==> config.mk <==
export PLATFORM = sky130hd
export DESIGN_NAME = tx_safety_gate_flat
export DESIGN_NICKNAME = d
export VERILOG_FILES = /design/src/rtl/tx_safety_gate_if.sv /design/src/rtl/tx_safety_gate.sv /design/src/flat_wrapper.sv
export SDC_FILE = /design/constraint.sdc
export NUM_CORES = 1
export LEC_CHECK = 0
export ABC_AREA = 1
export BUFFER_PORTS_ARGS = -buffer_cell sky130_fd_sc_hd__buf_2
export CORE_MARGIN = 4
export CORE_UTILIZATION = 60
export CTS_CLUSTER_SIZE = 12
export DETAILED_ROUTE_END_ITERATION = 10
export GPL_ROUTABILITY_DRIVEN = 0
export PLACE_DENSITY = 0.82
export SYNTH_ARGS = -nofsm -noshare
export SYNTH_HDL_FRONTEND = slang
export SYNTH_SLANG_ARGS = --single-unit
==> constraint.sdc <==
create_clock -name clk -period 5.6 [get_ports clk]
set_input_delay 0.56 -clock clk [delete_from_list [all_inputs] [get_ports clk]]
set_output_delay 0.56 -clock clk [all_outputs]
set_load 0.02 [all_outputs]
==> src/rtl/tx_safety_gate_if.sv <==
// Control and amplitude bundle between the watchdog/modulator side and the TX safety gate.
interface tx_safety_gate_if;
  logic        wd_warning;
  logic        wd_triggered;
  logic        rearm;
  logic [15:0] amp_in;
  logic [15:0] amp_out;
  logic        tx_enable;
  logic [1:0]  state;
  logic [7:0]  fault_count;

  modport master (
    output wd_warning, wd_triggered, rearm, amp_in,
    input  amp_out, tx_enable, state, fault_count
  );

  modport slave (
    input  wd_warning, wd_triggered, rearm, amp_in,
    output amp_out, tx_enable, state, fault_count
  );
endinterface

==> src/rtl/tx_safety_gate.sv <==
// Watchdog-driven TX gate: attenuates on warning, ramps the carrier down on trip,
// then holds the RF stage off until a host rearm after a minimum hold time.
module tx_safety_gate #(
  parameter logic [15:0] RAMP_STEP   = 16'd256,
  parameter int unsigned HOLD_CYCLES = 1000
) (
  input logic             clk,
  input logic             rstn,
  tx_safety_gate_if.slave bus
);
  localparam int unsigned HW = (HOLD_CYCLES < 1) ? 1 : $clog2(HOLD_CYCLES + 1);
  localparam logic [HW-1:0] HOLD_MAX = HW'(HOLD_CYCLES);

  typedef enum logic [1:0] {
    ARMED = 2'd0,
    WARN  = 2'd1,
    RAMP  = 2'd2,
    SAFE  = 2'd3
  } state_e;

  state_e        state_q, state_d;
  logic [15:0]   amp_q, amp_d, ramp_amp;
  logic          tx_en_q, tx_en_d;
  logic [HW-1:0] hold_q, hold_d;
  logic [7:0]    fault_q, fault_d;

  assign ramp_amp = (amp_q > RAMP_STEP) ? amp_q - RAMP_STEP : 16'd0;

  // Outputs are chosen from the next state so every output register changes
  // together with the state register; ramp entry steps down from the live amp_q.
  always_comb begin
    state_d = state_q;
    amp_d   = amp_q;
    tx_en_d = tx_en_q;
    hold_d  = '0;
    fault_d = fault_q;

    unique case (state_q)
      ARMED: begin
        if (bus.wd_triggered)    state_d = RAMP;
        else if (bus.wd_warning) state_d = WARN;
      end
      WARN: begin
        if (bus.wd_triggered)     state_d = RAMP;
        else if (!bus.wd_warning) state_d = ARMED;
      end
      RAMP: begin
        if (ramp_amp == 16'd0) state_d = SAFE;
      end
      SAFE: begin
        if (bus.rearm && !bus.wd_triggered && hold_q == HOLD_MAX) state_d = ARMED;
      end
    endcase

    unique case (state_d)
      ARMED: begin
        amp_d   = bus.amp_in;
        tx_en_d = 1'b1;
      end
      WARN: begin
        amp_d   = bus.amp_in >> 1;
        tx_en_d = 1'b1;
      end
      RAMP: begin
        amp_d   = ramp_amp;
        tx_en_d = 1'b1;
      end
      SAFE: begin
        amp_d   = 16'd0;
        tx_en_d = 1'b0;
        if (state_q != SAFE)       hold_d = '0;
        else if (hold_q != HOLD_MAX) hold_d = hold_q + 1'b1;
        else                       hold_d = hold_q;
      end
    endcase

    if (state_d == RAMP && state_q != RAMP && fault_q != 8'hFF)
      fault_d = fault_q + 8'd1;
  end

  always_ff @(posedge clk) begin
    if (!rstn) begin
      state_q <= SAFE;
      amp_q   <= 16'd0;
      tx_en_q <= 1'b0;
      hold_q  <= '0;
      fault_q <= 8'd0;
    end else begin
      state_q <= state_d;
      amp_q   <= amp_d;
      tx_en_q <= tx_en_d;
      hold_q  <= hold_d;
      fault_q <= fault_d;
    end
  end

  assign bus.amp_out     = amp_q;
  assign bus.tx_enable   = tx_en_q;
  assign bus.state       = state_q;
  assign bus.fault_count = fault_q;
endmodule

==> src/flat_wrapper.sv <==
// flat-port wrapper written by rule: the top's interface ports become plain ports
module tx_safety_gate_flat 
#(
  parameter logic [15:0] RAMP_STEP   = 16'd256,
  parameter int unsigned HOLD_CYCLES = 1000
)
  (clk, rstn, bus_wd_warning, bus_wd_triggered, bus_rearm, bus_amp_in, bus_amp_out, bus_tx_enable, bus_state, bus_fault_count);
  tx_safety_gate_if bus_i ();
  input logic clk;
  input logic rstn;
  input wire logic [$bits(bus_i.wd_warning)-1:0] bus_wd_warning;
  input wire logic [$bits(bus_i.wd_triggered)-1:0] bus_wd_triggered;
  input wire logic [$bits(bus_i.rearm)-1:0] bus_rearm;
  input wire logic [$bits(bus_i.amp_in)-1:0] bus_amp_in;
  output wire logic [$bits(bus_i.amp_out)-1:0] bus_amp_out;
  output wire logic [$bits(bus_i.tx_enable)-1:0] bus_tx_enable;
  output wire logic [$bits(bus_i.state)-1:0] bus_state;
  output wire logic [$bits(bus_i.fault_count)-1:0] bus_fault_count;
  assign bus_i.wd_warning = bus_wd_warning;
  assign bus_i.wd_triggered = bus_wd_triggered;
  assign bus_i.rearm = bus_rearm;
  assign bus_i.amp_in = bus_amp_in;
  assign bus_amp_out = bus_i.amp_out;
  assign bus_tx_enable = bus_i.tx_enable;
  assign bus_state = bus_i.state;
  assign bus_fault_count = bus_i.fault_count;
  tx_safety_gate #(.RAMP_STEP(RAMP_STEP), .HOLD_CYCLES(HOLD_CYCLES)) u_core (.clk(clk), .rstn(rstn), .bus(bus_i));
endmodule
Word level (Yosys, flattened, before mapping)
Cells that the tools add are included.
{"block": "totals", "ff_bits": 37, "input_bits": 21, "out_inout_bits": 27, "elab_cells": 42}
{"block": "op_classes", "add_sub_neg": 3, "n_lt_le_gt_ge": 1, "eq_ne": 11, "muxes": 10, "bitwise": 2, "reduce_logical": 10}
{"op": "16-bit one-hot mux with 4 select lines", "count": 1}
{"op": "16-bit by 9-bit greater-than comparator with 1-bit output, second input constant", "count": 1}
{"op": "16-bit zero test", "count": 1}
{"op": "16-bit two-way mux", "count": 1}
{"op": "16-bit by 9-bit subtractor with 16-bit output, second input constant", "count": 1}
{"op": "2-bit two-way mux", "count": 6}
{"op": "10-bit by 1-bit adder with 10-bit output, second input constant", "count": 1}
{"op": "10-bit == test, second input constant", "count": 1}
{"op": "10-bit inequality test, second input constant", "count": 1}
{"op": "8-bit by 1-bit adder with 8-bit output, second input constant", "count": 1}
{"op": "2-bit == test, second input constant", "count": 4}
{"op": "8-bit inequality test, second input constant", "count": 1}
{"op": "2-bit one-hot mux with 4 select lines", "count": 1}
{"op": "3-bit OR reduction", "count": 2}
{"op": "2-bit by 1-bit == test with 1-bit output, second input constant", "count": 2}
{"op": "1-bit logical AND", "count": 4}
{"op": "2-bit zero test", "count": 2}
{"op": "2-bit inequality test, second input constant", "count": 2}
{"op": "1-bit inverter", "count": 2}
{"op": "1-bit one-hot mux with 2 select lines", "count": 1}
{"op": "1-bit zero test", "count": 1}

Longest topological paths before layout
Gate-level depths: netlist of the first run.
{"block": "depth", "depth_word": 8, "mapped_depth": 19, "mapped_depth_nobuf": 17}

Worst setup path before layout of the first run
OpenSTA, ideal clock, no wires.
{"block": "synth_path", "path_kind": "register to register", "startpoint": "register u_core.amp_q[8], in the netlist u_core.bus.amp_out[8]", "endpoint": "register u_core.amp_q[11], in the netlist u_core.bus.amp_out[11]", "setup_time_ps": 56, "t_arrival_ps": 2075, "t_required_ps": 5544, "setup_slack_ps": 3469, "stages_incl_launch_ff": 18, "path_buffers": 2, "synth_period_minus_slack_ps": 2131, "path_cell_list": "dfxtp_1 -> inv_1 -> ha_1 -> nand4_2 -> nand2_2 -> buf_6 -> nor2_2 -> nor2_2 -> nand2_1 -> nor2_2 -> nand2_2 -> nand3_4 -> inv_4 -> buf_6 -> nand3_2 -> nand3_1 -> nand2_1 -> inv_1"}
{"block": "synth_between", "elab_chain_len": 7, "elab_cells_between_ends": 11, "classes_between": "1 x add/sub; 1 x order compare; 3 x eq/ne; 4 x mux; 2 x reduce/logical"}
{"item": "start: declaration", "line_no": "tx_safety_gate.sv:22", "rtl": "logic [15:0] amp_q, amp_d, ramp_amp;"}
{"item": "start signal: assignment", "line_no": "tx_safety_gate.sv:90", "rtl": "amp_q <= amp_d;"}
{"item": "16-bit by 9-bit subtractor with 16-bit output / 16-bit by 9-bit greater-than comparator with 1-bit output (equally long branches)", "line_no": "tx_safety_gate.sv:27", "rtl": "assign ramp_amp = (amp_q > RAMP_STEP) ? amp_q - RAMP_STEP : 16'd0;"}
{"item": "16-bit two-way mux (*)", "line_no": "tx_safety_gate.sv:27"}
{"item": "16-bit zero test", "line_no": "tx_safety_gate.sv:48", "rtl": "if (ramp_amp == 16'd0) state_d = SAFE;"}
{"item": "2-bit two-way mux", "line_no": "tx_safety_gate.sv:48"}
{"item": "2-bit one-hot mux with 4 select lines", "line_no": "tx_safety_gate.sv:38", "rtl": "unique case (state_q)"}
{"item": "2-bit == test (tied with other cells)", "line_no": "tx_safety_gate.sv:55", "rtl": "unique case (state_d)"}
{"item": "16-bit one-hot mux with 4 select lines (*)", "line_no": "tx_safety_gate.sv:55"}
Mark *: on every way between the ends. The rest lies on a longest branch, timed or not.
A chain may end at the register's enable or synchronous reset.

Worst setup path after layout of the first run
{"block": "layout_path", "startpoint": "register u_core.amp_q[8], in the netlist u_core.bus.amp_out[8]", "endpoint": "register u_core.amp_q[3], in the netlist u_core.bus.amp_out[3]"}
Same word-level chain as after synthesis.

==> summary.md, run 1 <==
| Metric | Value |
|---|---|
| Post-synthesis sequential area ratio | 0.3036 |
| First drt pass iteration count | 4 |
| Register bit total from synthesis | 37 |
| Total CTS buffers | 5 |
| Syn nets | 386 |
| CTS root buffer | clkbuf_8 |
| Slowest CP cell | nand4_2 |
| Overflow after GRT | 0 |
| Num rows | 22 |
| Post-route cell area | 2736 sq um |
| CP arrival | 2.72 ns |
| Slew @ Worst Pin | 0.7816 ns |
| DR iter-0 viols | 149 |
| First-pass GRT wire length | 9735 um |
| Run status | finished clean |
| Final net count | 429 |
| Clock buffer depth | 2 |
| Worst-path clk slew | 0.07 ns |
| Max-slew violations | 0 |
| DRT Wirelength | 5636 um |
| PortBufs | 47 |
| Synth Area per Inst | 6.777 sq um |
| Power per Cell Area | ~170 nW/um^2 |
| Number of global-route vias before repair | ~2300 |
| Post-route clock skew | 0.008073 ns |
| Cell family with most CP delay | simple AND/OR/NAND/NOR gates |
| WP buf/inv | 3 |
| Cells after synthesis | 360 |
| Peak VDD IR | 0.1127 mV |
| Final Hold Viols | 0 |
| Starting density of the core | 0.6423 |
| Setup crit start | u_core.bus.amp_out[8]$_SDFF_PN0_ |
| Synth Warn # | 0 |
| Cell with the most instances after synthesis | nand2_1 |
| Post-route worst setup slack | 3.069 ns |
| Synth Cell Area | 2440 sq um |
| Worst reg2reg endpoint | u_core.bus.amp_out[3]$_SDFF_PN0_ |
| Ys flop type | dfxtp_1 |
| Leakage | 1.440 nW |
| Clock latency on the worst-skew pair | slightly below 0.3 ns |
| Dpl cell area | 2654 sq um |
| # IOs | 48 |
| Data required, critical path | 5.79 ns |
| Num Clock Sinks | 37 |
| Reg2reg path depth | 15 |
| Final setup viols | 0 |
| DR vias | 2389 |
| Antenna violations before repair | 0 |
| HP Class | reg2reg |
| Layout cell share with drive strength beyond 1 | 0.2178 |
| Depth of the CTS H-tree | 2 |
| CORE AREA | 3799 sq um |
| Area grow syn2layout | 12.15% |
| Dpl ws | 3.120 ns |
| Crit path largest cell delay | about 0.37 ns |
| FILL cells | 336 |
| Setup TNS Final | 0 ns |
| R2r setup slk | 3.07 ns |
| Yosys top cell area share | 0.3036 |
| Antenna-violating nets left | 0 |
| Final period utilization | 0.4519 |
| Post-cts resize count | 0 |
| Synth area leaders | dfxtp_1 (30%), nand2_1 (12%), nand3_1 (9.2%) |
| Crit-path cells | inv_1, ha_1, nand4_2, nand2_2, nor2_1, nor2_2, nand2_1, nor2_2, nand2_2, nand3_4, inv_4, nand3_1, nand3_1, nand2_1, inv_1 |
| Finished Layout Cells | around 450 |
| Tmin final | between 2 and 3 ns |
| Per-cell routed wire length | 12.47 um |
| N_diodes | 0 |
| R2r startpoint | u_core.bus.amp_out[8]$_SDFF_PN0_ |
| Setup bufs post-CTS | 0 |
| Setup crit end | u_core.bus.amp_out[3]$_SDFF_PN0_ |
| Die height | 71.77 um |
| Residual DRC count | 0 |
| Most frequent cells after synthesis | nand2_1 (76), inv_1 (52), nand3_1 (45) |
| Worst path depth | 15 |
| Number of flops mapped to enable cells by yosys | 0 |
| Number of max-cap violations | 0 |
| Crit. End Element | register |
| Placed cells | 444 |
| Headroom to the max-slew limit | 0.4765 |
| DP HPWL | around 4300 um |
| RSZ-0062 raised after global routing | no |
| Distinct cells, synth | 30 |
| Ys async rst share | 0 |
| Yosys top cell by area | dfxtp_1 |
| Fmax achieved | 395.1 MHz |
| Largest net degree at the start of global routing | 22 |
| CP max FO | 16 |
| Vias per cell | roughly 5.3 |
| CTS tree | yes |
| Crit start category | register |
| Hold_buf cts | 0 |
| Die width | 71.77 um |
| Die area | approximately 5200 sq um |
| WS Path Type | reg2reg |
| Gr usage total | 0.2338 |
-- worst min-delay path, stage by stage (launching register included) --
cell and delay (ns):
dfxtp_1 0.33, nand2_1 0.07, a21oi_1 0.05
-- cells in the final DEF (no fill, tap or decap) --
master	instances
dfxtp_1	37
nand4_2	2
nor3_1	3
nand3_4	1
a31oi_1	2
inv_2	1
clkinv_2	2
nor2_4	3
o211ai_2	2
a211oi_1	1
a21oi_1	13
o21ai_0	1
nor2_2	8
nand4_1	21
nand3_1	45
buf_2	47
nor2_1	39
nand3b_1	4
inv_1	52
xnor2_1	4
clkbuf_1	1
nand2_2	5
clkbuf_8	5
nand3_2	11
nor3b_1	1
o21ai_1	1
ha_1	5
xor2_1	9
inv_4	1
o211ai_1	1
nand2_1	76
-- layout make-up --
class                   instances  area, sq um  area share
multi-input cells             258         1413      0.5162
flip-flops and latches         37        740.7      0.2707
repair buffers                 47        235.2     0.08596
inverters                      54        205.2     0.07499
clock buffers                   6        72.57     0.02652
well taps                      48        60.06     0.02195
clock inverters                 2        10.01    0.003658
-- per-stage QoR --
| step | utilization | hold slack, ns | power, W |
|---|---|---|---|
| final | 0.7204 | 0.4930 | 0.0004664 |
| after global routing | 0.7204 | 0.5269 | 0.0004835 |
| after CTS | 0.7204 | 0.4969 | 0.0004696 |
| after detailed placement | 0.6986 | 0.4851 | 0.0002921 |
| after global placement | 0.6986 | 0.4729 | 0.0002917 |
| after floorplan | - | 0.4580 | 0.0002805 |
-- per-layer routing --
| layer | vias up | GRT usage | part of all wire |
|---|---|---|---|
| met4 | 0 | 0.07307 | 0.013 |
| met1 | 1057 | 0.2860 | 0.46 |
| met2 | 72 | 0.4031 | 0.46 |
| met5 | - | 0 | 0 |
| li1 | 1250 | - | - |
| met3 | 10 | 0.05610 | 0.061 |
-- where the power goes --
group          switching (W)  internal [W]  leakage (nW)
registers         0.00000217      0.000265         0.299
clock network      0.0000939     0.0000862        0.0450
logic              0.0000116    0.00000770          1.10
total               0.000108      0.000359          1.44
-- flip-flops by register name (all words and copies together) (netlist names) --
name and cells:
u_core.bus.fault_count 8, u_core.hold_q 10, u_core.bus.state 2, u_core.bus.tx_enable 1
u_core.bus.amp_out 16
-- worst min-delay path by stage --
stage | startpoint | slack, ns | cells after the start | to
2_1_floorplan | u_core.hold_q[3]$_SDFFE_PP0P_ | 0.46 | 2 | u_core.hold_q[3]$_SDFFE_PP0P_
5_1_grt | u_core.hold_q[3]$_SDFFE_PP0P_ | 0.53 | 2 | u_core.hold_q[3]$_SDFFE_PP0P_
3_3_place_gp | u_core.hold_q[3]$_SDFFE_PP0P_ | 0.47 | 2 | u_core.hold_q[3]$_SDFFE_PP0P_
4_1_cts | u_core.hold_q[3]$_SDFFE_PP0P_ | 0.50 | 2 | u_core.hold_q[3]$_SDFFE_PP0P_
6_report | u_core.hold_q[3]$_SDFFE_PP0P_ | 0.49 | 2 | u_core.hold_q[3]$_SDFFE_PP0P_
3_5_place_dp | u_core.hold_q[3]$_SDFFE_PP0P_ | 0.49 | 2 | u_core.hold_q[3]$_SDFFE_PP0P_
-- cells by family after synthesis --
| logic type | count (synthesis) | share of synthesized area |
|---|---|---|
| compound gates | 21 | 0.05230 |
| buf+inv | 65 | 0.1174 |
| xor+xnor | 13 | 0.04667 |
| simple gates | 219 | 0.4544 |
| flops | 37 | 0.3036 |
| fa+ha+maj | 5 | 0.02564 |
Note: power is estimated with default switching activity, not from simulation.
==> inputs of run 2 (changes only) <==
--- a/config.mk
+++ b/config.mk
@@ -8,11 +8,11 @@
 export ABC_AREA = 1
 export BUFFER_PORTS_ARGS = -buffer_cell sky130_fd_sc_hd__buf_2
 export CORE_MARGIN = 4
-export CORE_UTILIZATION = 60
+export CORE_UTILIZATION = 55
 export CTS_CLUSTER_SIZE = 12
 export DETAILED_ROUTE_END_ITERATION = 10
 export GPL_ROUTABILITY_DRIVEN = 0
-export PLACE_DENSITY = 0.82
+export PLACE_DENSITY = 0.76
 export SYNTH_ARGS = -nofsm -noshare
 export SYNTH_HDL_FRONTEND = slang
 export SYNTH_SLANG_ARGS = --single-unit
==> constraint.sdc (replaced) <==
create_clock -name clk -period 2.65 [get_ports clk]
set_input_delay 0.265 -clock clk [delete_from_list [all_inputs] [get_ports clk]]
set_output_delay 0.265 -clock clk [all_outputs]
set_load 0.02 [all_outputs]
==> run 2 against run 1 <==
Register-to-register slack got worse by 2.7 ns; critical path depth did not move; sequential power rose by 110%; first-iteration DRC count fell by 5.4%; clock-buffer cell count did not move; wire length rose by 1.8%; largest power group unchanged; power rose by 110%; worst hold slack got worse by 0.23 ns; critical endpoint is now u_core.bus.amp_out[14]$_SDFF_PN0_; final cell count rose by 1.5%.
==> summary.md, run 2 (synthesis results as in run 1) <==
| Metric | Value |
|---|---|
| Run status | finished clean |
| Antenna violations before repair | 0 (unchanged) |
| DP HPWL | 4370 um (+0.76%) |
| Worst-path clk slew | 0.07 ns (about the same) |
| # IOs | 48 (unchanged) |
| CORE AREA | 4144 sq um (+9.1%) |
| Final setup viols | 0 (unchanged) |
| FILL cells | 391 (+16%) |
| Sw Share | 0.2319 (+0.0009706) |
| WP buf/inv | 4 (+1) |
| Hold path start | bus_amp_in[15] |
| Clock buffer depth | 2 (unchanged) |
| Peak VDD IR | 0.2425 mV (+120%) |
| Die height | 74.61 um (+4.0%) |
| Crit path largest cell delay | 0.36 ns (about the same) |
| CTS tree | yes |
| Die area | 5566 sq um (+8.1%) |
| Antenna-violating nets left | 0 (unchanged) |
| DR iter-0 viols | 141 (-5.4%) |
| Final period utilization | 0.8750 (+0.4231) |
| Commonest non-fill, non-tap cell in the layout | nand2_1 |
| Setup TNS Final | 0 ns (unchanged) |
| Residual DRC count | 0 (unchanged) |
| Vias per cell | 5.362 (+1.4%) |
| First drt pass iteration count | 5 (+1) |
| CP arrival | 2.51 ns (-0.21 ns) |
| Data required, critical path | 2.84 ns (-2.95 ns) |
| Int Pwr | 0.0007582 W (+110%) |
| HP Class | in2reg |
| Worst path depth | 15 (unchanged) |
| Worst reg2reg endpoint | u_core.bus.amp_out[14]$_SDFF_PN0_ |
| CTS root buffer | clkbuf_8 |
| Clk pwr share | 0.387 (about the same) |
| PortBufs | 47 (unchanged) |
| Leakage | 1.469 nW (+2.1%) |
| Clock latency on the worst-skew pair | 0.30 ns (about the same) |
| Combinational share of power | 0.041 (about the same) |
| R2r setup slk | 0.33 ns (-2.74 ns) |
| Reg area | 740.7 sq um (unchanged) |
| Depth of the CTS H-tree | 2 (unchanged) |
| WS Path Type | reg2reg |
| First-pass GRT wire length | 9729 um (about the same) |
| DRT Wirelength | 5738 um (+1.8%) |
| Setup crit end | u_core.bus.amp_out[14]$_SDFF_PN0_ |
| Crit start category | register |
| Post-route clock skew | 0.009116 ns (+0.001043 ns) |
| Multi-input combinational cell area | 1415 sq um (+0.18%) |
| Per-cell routed wire length | 12.50 um (+0.26%) |
| Max-slew violations | 0 (unchanged) |
| Seq pwr share | 0.571 (about the same) |
| Fmax achieved | 431.3 MHz (+9.1%) |
| Slew @ Worst Pin | 0.6393 ns (-0.1423 ns) |
| RSZ-0062 raised after global routing | no |
| DR vias | 2461 (+3.0%) |
| Crit-path most repeated cell | nand2_1 |
| Slowest CP cell | dfxtp_1 |
| Area grow syn2layout | 14.41% |
| Setup crit start | u_core.bus.amp_out[8]$_SDFF_PN0_ |
| CP max FO | 11 (-5) |
| N_diodes | 0 (unchanged) |
| Tot Pwr | 0.0009871 W (+110%) |
| Crit. End Element | register |
| Overflow after GRT | 0 (unchanged) |
| Die width | 74.61 um (+4.0%) |
| Net load switching power | 0.0002289 W (+110%) |
| Gr usage total | 0.2255 (-0.008261) |
| Total CTS buffers | 5 (unchanged) |
| Max reg flops | 16 (unchanged) |
| Num Clock Sinks | 37 (unchanged) |
| Largest net degree at the start of global routing | 22 (unchanged) |
| Headroom to the max-slew limit | 0.5728 (+0.09629) |
| Number of global-route vias before repair | 2197 (-3.7%) |
| Most frequent cells in the layout | nand2_1 (76), inv_1 (51), buf_2 (47) |
| R2r startpoint | u_core.bus.amp_out[8]$_SDFF_PN0_ |
| Crit-path cells | inv_2, ha_2, nand4_2, buf_4, nand3_2, nand2_1, nor2_1, nand2_1, nor2_2, nor2_4, buf_12, nand4_1, nand3_1, nand2_1, inv_1 |
| Power per Cell Area | 353.6 nW/um^2 (+110%) |
| Num rows | 23 (+4.5%) |
| Reg2reg path depth | 15 (unchanged) |
| Layout cell share with drive strength beyond 1 | 0.2323 (+0.01445) |
| Tmin final | 2.319 ns (-0.2120 ns) |
| Number of max-cap violations | 0 (unchanged) |
| Final Hold Viols | 0 (unchanged) |
| Final net count | 434 (+1.2%) |
| Cell family with most CP delay | simple AND/OR/NAND/NOR gates |
| Starting density of the core | 0.5888 (-0.05352) |
run 2: cell count changes in the layout (fill, tap and decap cells not counted):
cell,delta
buf_4,+4
inv_1,-1
inv_2,+1
buf_12,+1
ha_2,+1
ha_1,-1
run 2: worst min path at each step:
stage	end	cells past startpoint
after global routing	u_core.bus.amp_out[15]$_SDFF_PN0_	3
after detailed placement	u_core.hold_q[3]$_SDFFE_PP0P_	2
after floorplan	u_core.bus.amp_out[15]$_SDFF_PN0_	2
after CTS	u_core.bus.amp_out[15]$_SDFF_PN0_	3
final	u_core.bus.amp_out[15]$_SDFF_PN0_	3
after global placement	u_core.hold_q[3]$_SDFFE_PP0P_	2
run 2: final cells by class:
class | count | share of cell area
Multi-Input combinational cell | 258 | 0.5069
Sequential cell | 37 | 0.2654
Timing Repair Buffer | 52 | 0.1022
Inverter | 54 | 0.07351
Clock buffer | 6 | 0.02600
Tap cell | 50 | 0.02241
Clock inverter | 2 | 0.003586
run 2: timing repair:
action / CTS / global route
hold buffers: 0 / 0
setup buffers: 0 / 2
setup endpoints to repair: 0 / 16
gates resized for setup: 0 / 2
run 2: power groups by stage:
stage,combinational [W],sequential [W],clock [W]
floorplan,0.0000168,0.000576,0
global placement,0.0000389,0.000577,0
detailed placement,0.0000406,0.000577,0
CTS,0.0000409,0.000564,0.000392
global route,0.0000462,0.000564,0.000417
finish,0.0000406,0.000564,0.000382
run 2: worst min-delay path, cell delays in order:
cell and delay (ns):
buf_2 0.11, nand3_1 0.07, a21oi_1 0.06
run 2: stage by stage:
step | std cells | setup slack (ns) | util | instance area [sq um] | hold slack [ns]
final | 459 | 0.3312 | 0.6736 | 2791 | 0.2602
after global routing | 459 | 0.06863 | 0.6736 | 2791 | 0.2631
after CTS | 457 | 0.1586 | 0.6664 | 2761 | 0.2590
after detailed placement | 449 | 0.1835 | 0.6464 | 2679 | 0.4846
after global placement | 449 | 0.2471 | 0.6464 | 2679 | 0.4725
after floorplan | 360 | 0.5187 | - | 2440 | 0.4250
run 2: metal layers:
metal | wire length [um] | up-vias | global-route usage
met5 | 0 | - | 0
met4 | 82 | 0 | 0.06917
met3 | 408 | 9 | 0.05676
met2 | 2700 | 75 | 0.3707
met1 | 2546 | 1110 | 0.2909
li1 | - | 1267 | -
